[config.mk]
export PLATFORM = sky130hd
export DESIGN_NAME = uart_tx_fifo
export DESIGN_NICKNAME = d
export VERILOG_FILES = /design/src/rtl/uart_tx_fifo.sv
export SDC_FILE = /design/constraint.sdc
export NUM_CORES = 1
export LEC_CHECK = 0
export CORE_AREA = 2 2 101 123
export DETAILED_ROUTE_END_ITERATION = 10
export DIE_AREA = 0 0 103 125
export DONT_BUFFER_PORTS = 1
export HOLD_SLACK_MARGIN = 0.12
export PLACE_DENSITY_LB_ADDON = 0.1
export SYNTH_ARGS = -nofsm -noshare
export SYNTH_HDL_FRONTEND = slang
export SYNTH_SLANG_ARGS = --single-unit
[constraint.sdc]
create_clock -name clk -period 5.9 [get_ports clk]
set_input_delay 1.18 -clock clk [delete_from_list [all_inputs] [get_ports clk]]
set_output_delay 1.18 -clock clk [all_outputs]
set_load 0.01 [all_outputs]
[src/rtl/uart_tx_fifo.sv]
// Transmit byte queue feeding uart_top: buffers host writes and launches one
// frame at a time, flagging FIFO overflow and missing busy acknowledges.
module uart_tx_fifo #(
  parameter int DATA_WIDTH  = 8,
  parameter int DEPTH       = 16,
  parameter int ACK_TIMEOUT = 16
) (
  input  logic                     clk,
  input  logic                     rstn,
  input  logic                     wr_en,
  input  logic [DATA_WIDTH-1:0]    wr_data,
  output logic                     full,
  output logic                     empty,
  output logic [$clog2(DEPTH):0]   count,
  output logic                     overflow,
  output logic                     ack_timeout,
  input  logic                     clr_err,
  output logic                     tx_start,
  output logic [DATA_WIDTH-1:0]    tx_data_in,
  input  logic                     tx_busy
);

  localparam int PW = $clog2(DEPTH);
  localparam int CW = PW + 1;
  localparam int TW = $clog2(ACK_TIMEOUT);

  typedef enum logic [1:0] {
    IDLE      = 2'd0,
    START     = 2'd1,
    WAIT_BUSY = 2'd2,
    WAIT_DONE = 2'd3
  } state_t;

  state_t                  state_r;
  state_t                  state_nxt_s;
  logic [DATA_WIDTH-1:0]   mem_r [DEPTH];
  logic [PW-1:0]           wr_ptr_r;
  logic [PW-1:0]           rd_ptr_r;
  logic [TW-1:0]           tmo_cnt_r;
  logic [TW-1:0]           tmo_cnt_nxt_s;
  logic [CW-1:0]           count_nxt_s;
  logic                    push_s;
  logic                    pop_s;
  logic                    tx_start_nxt_s;
  logic                    tmo_set_s;
  logic                    ovf_set_s;

  // Launch FSM next-state decode plus push/pop/occupancy bookkeeping.
  always_comb begin
    state_nxt_s    = state_r;
    tmo_cnt_nxt_s  = tmo_cnt_r;
    pop_s          = 1'b0;
    tx_start_nxt_s = 1'b0;
    tmo_set_s      = 1'b0;
    case (state_r)
      IDLE: begin
        if (!empty && !tx_busy) begin
          pop_s          = 1'b1;
          tx_start_nxt_s = 1'b1;
          state_nxt_s    = START;
        end else begin
          state_nxt_s = IDLE;
        end
      end
      START: begin
        tmo_cnt_nxt_s = {TW{1'b0}};
        state_nxt_s   = WAIT_BUSY;
      end
      WAIT_BUSY: begin
        if (tx_busy) begin
          state_nxt_s = WAIT_DONE;
        end else if (tmo_cnt_r == TW'(ACK_TIMEOUT - 1)) begin
          // The UART never acknowledged; the popped byte is abandoned.
          tmo_set_s   = 1'b1;
          state_nxt_s = IDLE;
        end else begin
          tmo_cnt_nxt_s = tmo_cnt_r + TW'(1);
        end
      end
      WAIT_DONE: begin
        if (!tx_busy) begin
          state_nxt_s = IDLE;
        end else begin
          state_nxt_s = WAIT_DONE;
        end
      end
      default: begin
        state_nxt_s = IDLE;
      end
    endcase

    push_s    = wr_en && !full;
    ovf_set_s = wr_en && full;
    case ({push_s, pop_s})
      2'b10:   count_nxt_s = count + CW'(1);
      2'b01:   count_nxt_s = count - CW'(1);
      default: count_nxt_s = count;
    endcase
  end

  // Control state, pointers, occupancy, launch outputs and sticky flags.
  always_ff @(posedge clk) begin
    if (!rstn) begin
      state_r     <= IDLE;
      wr_ptr_r    <= {PW{1'b0}};
      rd_ptr_r    <= {PW{1'b0}};
      tmo_cnt_r   <= {TW{1'b0}};
      count       <= {CW{1'b0}};
      full        <= 1'b0;
      empty       <= 1'b1;
      tx_start    <= 1'b0;
      tx_data_in  <= {DATA_WIDTH{1'b0}};
      overflow    <= 1'b0;
      ack_timeout <= 1'b0;
    end else begin
      state_r   <= state_nxt_s;
      tmo_cnt_r <= tmo_cnt_nxt_s;
      tx_start  <= tx_start_nxt_s;
      if (push_s) begin
        wr_ptr_r <= wr_ptr_r + PW'(1);
      end
      if (pop_s) begin
        rd_ptr_r   <= rd_ptr_r + PW'(1);
        tx_data_in <= mem_r[rd_ptr_r];
      end
      count <= count_nxt_s;
      full  <= (count_nxt_s == CW'(DEPTH));
      empty <= (count_nxt_s == {CW{1'b0}});
      // A set event in the same cycle as clr_err keeps the flag high.
      if (ovf_set_s) begin
        overflow <= 1'b1;
      end else if (clr_err) begin
        overflow <= 1'b0;
      end
      if (tmo_set_s) begin
        ack_timeout <= 1'b1;
      end else if (clr_err) begin
        ack_timeout <= 1'b0;
      end
    end
  end

  // FIFO storage; contents need no reset.
  always_ff @(posedge clk) begin
    if (push_s) begin
      mem_r[wr_ptr_r] <= wr_data;
    end
  end

endmodule

[After elaboration in Yosys (flattened, before gate mapping)]
Memories as Yosys holds them, arrays and structs flattened. A register that Yosys moved wholly into a read port is not among the register bits.
Index checks and enable logic that the tools add are counted.
Storage, ports and cells
  bits in registers: 24
  latch bits: 0
  memory bits (writable): 128
  memory bits (read-only): 0
  input bits: 13
  word-level logic and storage cells: 58
  memories kept: 1
Cells by class
  add/subtract/negate cells: 5
  multiply operators: 0
  div/mod/pow operators: 0
  magnitude comparators: 0
  equal/unequal tests: 10
  shift operators: 0
  multiplexer cells: 19
  bitwise operators: 0
  reductions and logical operators: 13
Memories
  mem_r: words 16, bits a word 8, read ports 1, clocked after Yosys merged registers in 1, wr ports 1, RTL line 36  | logic [DATA_WIDTH-1:0] mem_r [DEPTH];
Operator list (count)
  $add 4x1->4 const B: 3
  $mux 1: 11
  $pmux 5 s2: 1
  $mux 4: 2
  $pmux 2 s4: 1
  $pmux 4 s2: 1
  $eq 2x2->1 const B: 3
  $mux 2: 3
  $reduce_bool 2->1: 3
  $add 5x1->5 const B: 1
  $eq 5x5->1 const B: 1
  $logic_not 5->1: 1
  $sub 5x1->5 const B: 1
  $eq 2x1->1 const B: 2
  $eq 4x4->1 const B: 1
  $logic_not 1->1: 4
  $ne 2x2->1 const B: 2
  $logic_and 1x1->1: 3
  $ne 3x3->1 const B: 1
  $reduce_and 3->1: 1
  $logic_not 2->1: 1

[Longest topological paths before layout]
Gate-level depths: netlist (run 1).
  word-level depth: 7
  mapped depth: 12
  mapped depth without buffers: 10

[Least setup slack after synthesis (run 1)]
OpenSTA, ideal clock, no wires.
  kind: input-to-reg
  from: input tx_busy
  to: register full
  arrival time: 3598 ps
  required time: 5797 ps
  setup slack: 2199 ps
  stages on the path: 12
  path buffers: 2
  cell sequence: or4_1 -> buf_2 -> inv_2 -> buf_2 -> nand2_1 -> xnor2_1 -> ha_1 -> nor3b_1 -> a41oi_1 -> o31a_1 -> or3_4 -> a2111oi_2
Between the ends
  longest elaborated chain between the ends: 7
  elaborated cells on any way between the ends: 8
  classes of those cells: eq/ne: 3; mux: 3; reduce/logical: 2
RTL lines
  start, declared: RTL line 20  | input logic tx_busy
  $logic_not 1->1 *
  $logic_and 1x1->1 *: RTL line 57  | if (!empty && !tx_busy) begin
  $mux 1 *: RTL line 57
  $mux 1 *: RTL line 55  | case (state_r)
  $eq 2x1->1 or $eq 2x2->1 (tied branches): RTL line 94  | case ({push_s, pop_s})
  $pmux 5 s2 *: RTL line 94
  $eq 5x5->1 *: RTL line 127  | full <= (count_nxt_s == CW'(DEPTH));
  end signal, assigned: RTL line 127
  end, declared: RTL line 12  | output logic full,
Every way passes the cells marked *; elsewhere a longest branch is shown, timed or not.
A chain may end at the register's enable or synchronous reset.

[Worst setup path in the final report (run 1)]
Same ends and word-level chain as after synthesis.

==> metrics.md, run 1 <==
| Metric | Value |
|---|---|
| DRT Wirelength | 11.8 mm |
| Post-Syn Instances | 383 |
| PortBufs | 0 |
| Fin crit share | 62.0% |
| Worst min path class | reg -> reg |
| Gpl congestion | 0.758 |
| Syn Std Cell Area | 0.00633 mm² |
| Slowest cell delay on critical path | 0.75 ns |
| Number of DRC markers in iteration 0 | 177 |
| Power per Cell Area | 390 mW/mm² |
| Area delta synth->final | 12.3% |
| Hold Slack | 0.503 ns |
| WP data arrival | 3.96 ns |
| Max Cap Viol | 0 |
| Core area | 0.0118 mm² |
| Yosys reg bits | 160 |
| Worst slew pin tran | 0.946 ns |
| Die area | 0.0129 mm² |
| Worst VDD drop | 0.000189 V |
| Setup crit end kind | flop |
| Clock Pin Slew Worst Setup and Hold Paths | 0.07 ns |
| CTS buffer count | 17 |
| Routed wire per std cell | 21.2 µm |
| GRT Residual Overflow | 0 |
| Die Ht | 125 µm |
| Slowest CP cell | or4_1 |
| Yosys top cell by area | edfxtp_1 |
| Placement Rows | 44 |
| Final instance area | 0.00711 mm² |
| Count leader, synth | edfxtp_1 |
| Layout cells sized above 1 | 19.2% |
| Status | finished clean |
| N_diodes | 0 |
| Main synth FF type | edfxtp_1 |
| Synth cell types | 43 |
| Sequential fraction of the synthesis area | 70.8% |
| Average size of a mapped cell | 16.5 µm² |
| Clock skew | 0.0142 ns |
| DR vias | 3,255 |
| Worst-path cell chain | or4_1 -> inv_2 -> nand2_1 -> xnor2_1 -> ha_1 -> nor3b_1 -> a41oi_1 -> o31a_1 -> or3_4 -> a2111oi_2 |
| Post-CTS Setup Bufs | 0 |
| Slew Viols, Final | 0 |
| Initial antenna violation count | 0 |
| Commonest cells in the netlist | 128 x edfxtp_1, 32 x dfxtp_1, 32 x mux4_2 |
| Post-Syn Nets | 404 |
| Post-DRT Antenna Nets | 0 |
| First-pass GRT wire length | 18.5 mm |
| Clock sink total | 160 |
| IO Pins | 31 |
| Maximum operating frequency | 274 MHz |
| RSZ-0062 raised after global routing | false |
| Largest cells by area after synthesis | edfxtp_1 61%, mux4_2 11%, dfxtp_1 10%, nor2_1 1.6%, ha_1 1.6% |
| Post-DP Area | 0.00649 mm² |
| Setup tns final | 0 ns |
| DR vias/cell | 5.84 |
| Final min period | 3.66 ns |
| Synth async-reset ratio | 0% |
| Largest net degree at the start of global routing | 36 |
| Starting density of the core | 53.7% |
| CP max FO | 15 |
| CP Class | in -> reg |
| Top-area cell type share of the netlist area | 60.7% |
| Root buffer cell | clkbuf_16 |
| CP bufs+invs | 1 |
| Relative slew slack | 36.7% |
| Die width | 103 µm |
| Final Setup Violations | 0 |
| DR pass1 iterations | 4 |
| Yosys Warn Count | 0 |
| H-tree lvl count | 4 |
| WP data required | 6.21 ns |
| Post-CTS Resized | 0 |
| Final hold violations | 0 |
| Delay-heaviest family, CP | simple AND/OR/NAND/NOR gates |
| Insertion delay of the later-clocked pin in the worst-skew pair | 0.42 ns |
| Vias in the first global route | 3,385 |
| Remaining DRCs | 0 |
| Leak pwr | 2.30 nW |
| CTS Buffer Depth | 2 |
| Nets | 404 |
| EDFF count, synth | 128 |
| CP startpoint kind | primary input |
| Hold_buf cts | 0 |
| CTS tree | yes |
| Total Routing Usage GR | 20.1% |
| Hpwl dp | 7.55 mm |
-- final cells by class --
class / instances / area [µm²]
Inverter: 8 / 30.0
Tap cell: 161 / 201
Timing Repair Buffer: 3 / 22.5
Fill cell: 892 / 4670
Sequential cell: 160 / 4490
Clock buffer: 23 / 532
Multi-Input combinational cell: 193 / 1750
Clock inverter: 9 / 88.8
-- cells by family after synthesis --
family | synth area share (%)
AOI/OAI and AO/OA | 5.85
buffers and inverters | 1.88
adders and majority gates | 1.58
DFF | 70.8
muxes | 11.5
and+or+nand+nor | 6.78
xor gates and xnor gates | 1.52
-- flip-flops by register name, summed over array words and instances, names as in the netlist --
name and count:
tx_data_in 8, mem_r 128, tx_start 1, full 1, count 5, empty 1, state_r 2, ack_timeout 1
rd_ptr_r 4, tmo_cnt_r 4, overflow 1, wr_ptr_r 4
-- worst reg2reg max path, cell delays in order (launching register included) --
cell,delay (ns)
dfxtp_1,0.36
or4_1,0.82
inv_2,0.29
nand2_1,0.09
xnor2_1,0.13
ha_1,0.25
nor3b_1,0.20
a41oi_1,0.07
o31a_1,0.30
or3_4,0.35
a2111oi_2,0.35
-- stage by stage --
stage | power, W | util [%] | setup slack (ns) | std cells
final | 0.00277 | 60.3 | 2.24 | 557
after global placement | 0.00168 | 55.1 | 1.92 | 525
after CTS | 0.00280 | 60.3 | 2.27 | 557
after global routing | 0.00288 | 60.3 | 2.05 | 557
after detailed placement | 0.00169 | 55.1 | 1.83 | 525
after floorplan | 0.00162 | - | 2.20 | 383
-- cells in the final DEF, fill, tap and decap left out, drive strengths merged, types with 2 or more instances in the layout --
cell    count
edfxtp    128
mux4       32
dfxtp      32
nor2       27
clkbuf     23
nand2      19
nand3      12
o21ai      12
a21oi      10
inv         9
a22o        8
a221oi      8
xor2        8
ha          8
nor3        7
clkinv      6
nand4       5
nor2b       4
xnor2       3
nand2b      3
and2        3
a31oi       3
buf         3
or3b        2
a21o        2
o211ai      2
nor3b       2
-- path summary, 6_finish.rpt --
check,startpoint,end,slack (ns),cells past startpoint
max,tx_busy,full,2.24,10
min,tmo_cnt_r[1],tmo_cnt_r[1],0.50,2
max reg2reg,state_r[1],full,2.57,10
min reg2reg,tmo_cnt_r[1],tmo_cnt_r[1],0.50,2
-- where the power goes --
group,switching [W],internal [W],total [W]
combinational,0.000166,0.000161,0.000327
sequential,0.0000639,0.00127,0.00133
clock,0.000436,0.000682,0.00112
-- routing by layer --
layer	GRT usage, %	part of all wire (%)	wire length [µm]
met1	25.5	41	4840
met2	33.6	52	6170
met3	4.64	4.9	576
met4	7.59	2.1	254
met5	0	0	0
No activity file was read; power rests on OpenSTA's default activity.
==> inputs of run 2 (changes only) <==
==> constraint.sdc (replaced) <==
create_clock -name clk -period 3.3 [get_ports clk]
set_input_delay 0.66 -clock clk [delete_from_list [all_inputs] [get_ports clk]]
set_output_delay 0.66 -clock clk [all_outputs]
set_load 0.01 [all_outputs]
==> run 2 against run 1 <==
Global-route usage up 0.14 points; cell area up 2.2%; non-clock buffer count up 21; clock power up 80%; via count up 3.1%; die area unchanged; clock-buffer cell count down 2; first-iteration DRC count up 15%; routed wire length up 1.6%; utilization up 1.3 points; register-to-register slack worse by 2.1 ns; power up 81%; largest power group unchanged.
==> metrics.md, run 2 (synthesized netlist as in run 1, its figures left out) <==
| Metric | Value |
|---|---|
| Insertion delay of the later-clocked pin in the worst-skew pair | 0.42 ns |
| Root buffer cell | clkbuf_16 |
| Relative slew slack | 51.7% |
| Slew Viols, Final | 0 |
| WP data required | 3.61 ns |
| Final min period | 2.84 ns |
| Most common cell after layout, fill and taps aside | edfxtp_1 |
| Remaining DRCs | 0 |
| First-pass GRT wire length | 18.8 mm |
| CP max FO | 10 |
| WP data arrival | 3.15 ns |
| Post-DRT Antenna Nets | 0 |
| Clock sink total | 160 |
| Clock Power Share | 40.2% |
| Routed wire per std cell | 20.8 µm |
| PortBufs | 0 |
| Vias in the first global route | 3,453 |
| Largest registers | mem_r x128, tx_data_in x8, count x5 |
| Met3 wire length | 423 µm |
| CTS buffer count | 17 |
| RSZ-0062 raised after global routing | false |
| Number of DRC markers in iteration 0 | 204 |
| Largest register FFs | 128 |
| Largest net degree at the start of global routing | 28 |
| Internal power | 0.00379 W |
| Hpwl dp | 7.90 mm |
| Fin crit share | 86.1% |
| Die area | 0.0129 mm² |
| Status | finished clean |
| Starting density of the core | 53.7% |
| Worst slew pin tran | 0.723 ns |
| DRT Wirelength | 12.0 mm |
| CTS tree | yes |
| Die Ht | 125 µm |
| Initial antenna violation count | 0 |
| CP Class | reg -> reg |
| R2R Path End | full |
| Fillers | 889 |
| Logic gate share of total power | 12.1% |
| Post-DP Area | 0.00664 mm² |
| Register Area | 0.00449 mm² |
| Flop2flop setup slack | 0.46 ns |
| Final Setup Violations | 0 |
| CTS Buffer Depth | 2 |
| R2R depth | 9 |
| Gpl congestion | 0.821 |
| Reg2reg start | state_r[1] |
| Met2 routed WL | 6.40 mm |
| Core area | 0.0118 mm² |
| Psw | 0.00123 W |
| M1 wire length | 5.05 mm |
| N_diodes | 0 |
| Seq pwr share | 47.7% |
| Worst min path class | in -> reg |
| DR vias/cell | 5.81 |
| Final instance area | 0.00726 mm² |
| GRT Residual Overflow | 0 |
| Final hold violations | 0 |
| IO Pins | 31 |
| Hold_buf cts | 0 |
| Clock Pin Slew Worst Setup and Hold Paths | 0.06 ns |
| Leak pwr | 2.40 nW |
| Total Routing Usage GR | 20.2% |
| Post-layout util | 61.7% |
| Die width | 103 µm |
| Maximum operating frequency | 352 MHz |
| Post-CTS Setup Bufs | 0 |
| Setup crit end kind | flop |
| Post-CTS Resized | 0 |
| Max Cap Viol | 0 |
| CP startpoint kind | flop |
| Top Metal Used | met4 |
| Multi-input logic area | 0.00173 mm² |
| Worst setup endpoint | full |
| Power per Cell Area | 691 mW/mm² |
| Area delta synth->final | 14.7% |
| Setup tns final | 0 ns |
| Sw frac | 24.5% |
| DR vias | 3,356 |
| Crit path launch | state_r[1] |
| Register with the most flip-flops | mem_r |
| Placement Rows | 44 |
| DR pass1 iterations | 4 |
| H-tree lvl count | 4 |
| Worst VDD drop | 0.000418 V |
| Nets | 425 |
| Clock skew | 0.00696 ns |
| Layout cells sized above 1 | 22.5% |
| Most frequent cells in the layout | 128 x edfxtp_1, 32 x mux4_2, 31 x dfxtp_1, 27 x nor2_1, 23 x buf_4 |
==> run 2: cell types whose count changed in the layout (fill, tap and decap cells not counted), moves of 2 or more <==
cell    delta
nor3_1     +4
inv_6      +2
nor3_2     -4
buf_4     +20
==> run 2: layout make-up <==
| type | instances | area share, % |
|---|---|---|
| tap | 161 | 2.77 |
| multi-input combinational | 193 | 23.8 |
| sequential | 160 | 61.8 |
| inverter | 8 | 0.413 |
| clock inverter | 11 | 1.55 |
| timing repair buffer | 24 | 2.65 |
| clock buffer | 21 | 7.08 |
==> run 2: metrics by stage <==
| step | power (W) | hold slack, ns | instances | setup slack (ns) |
|---|---|---|---|---|
| after floorplan | 0.00289 | 0.465 | 383 | 0.119 |
| after global placement | 0.00304 | 0.482 | 546 | 0.255 |
| after detailed placement | 0.00305 | 0.485 | 546 | 0.193 |
| after CTS | 0.00507 | 0.300 | 578 | 0.443 |
| after global routing | 0.00521 | 0.312 | 578 | 0.234 |
| final | 0.00502 | 0.314 | 578 | 0.458 |
==> run 2: how the worst min path moves through the flow <==
stage / from / to / cells past startpoint
floorplan: tmo_cnt_r[1] / tmo_cnt_r[1] / 2
global placement: tmo_cnt_r[1] / tmo_cnt_r[1] / 2
detailed placement: tmo_cnt_r[1] / tmo_cnt_r[1] / 2
CTS: rstn / empty / 1
global route: wr_data[3] / mem_r[11][3] / 0
finish: rstn / empty / 1
==> run 2: worst max-delay path: stages (launching register included) <==
cell and delay (ns):
dfxtp_1 0.35, or4_1 0.59, inv_2 0.08, buf_4 0.17
ha_1 0.29, nor3b_1 0.22, a41oi_1 0.06, o31a_1 0.29
or3_4 0.34, a2111oi_2 0.35
==> run 2: routing by layer <==
| metal | vias to the layer above | global-route usage (%) |
|---|---|---|
| li1 | 1551 | - |
| met1 | 1718 | 25.6 |
| met2 | 71 | 33.7 |
| met3 | 16 | 5.37 |
| met4 | 0 | 6.89 |
| met5 | - | 0 |
==> run 2: power by group through the flow <==
stage,Sequential (W),Clock (W),Combinational [W]
final,0.00239,0.00202,0.000605
after global routing,0.00241,0.00214,0.000663
after CTS,0.00240,0.00205,0.000614
after detailed placement,0.00244,0,0.000612
after global placement,0.00244,0,0.000603
after floorplan,0.00237,0,0.000524
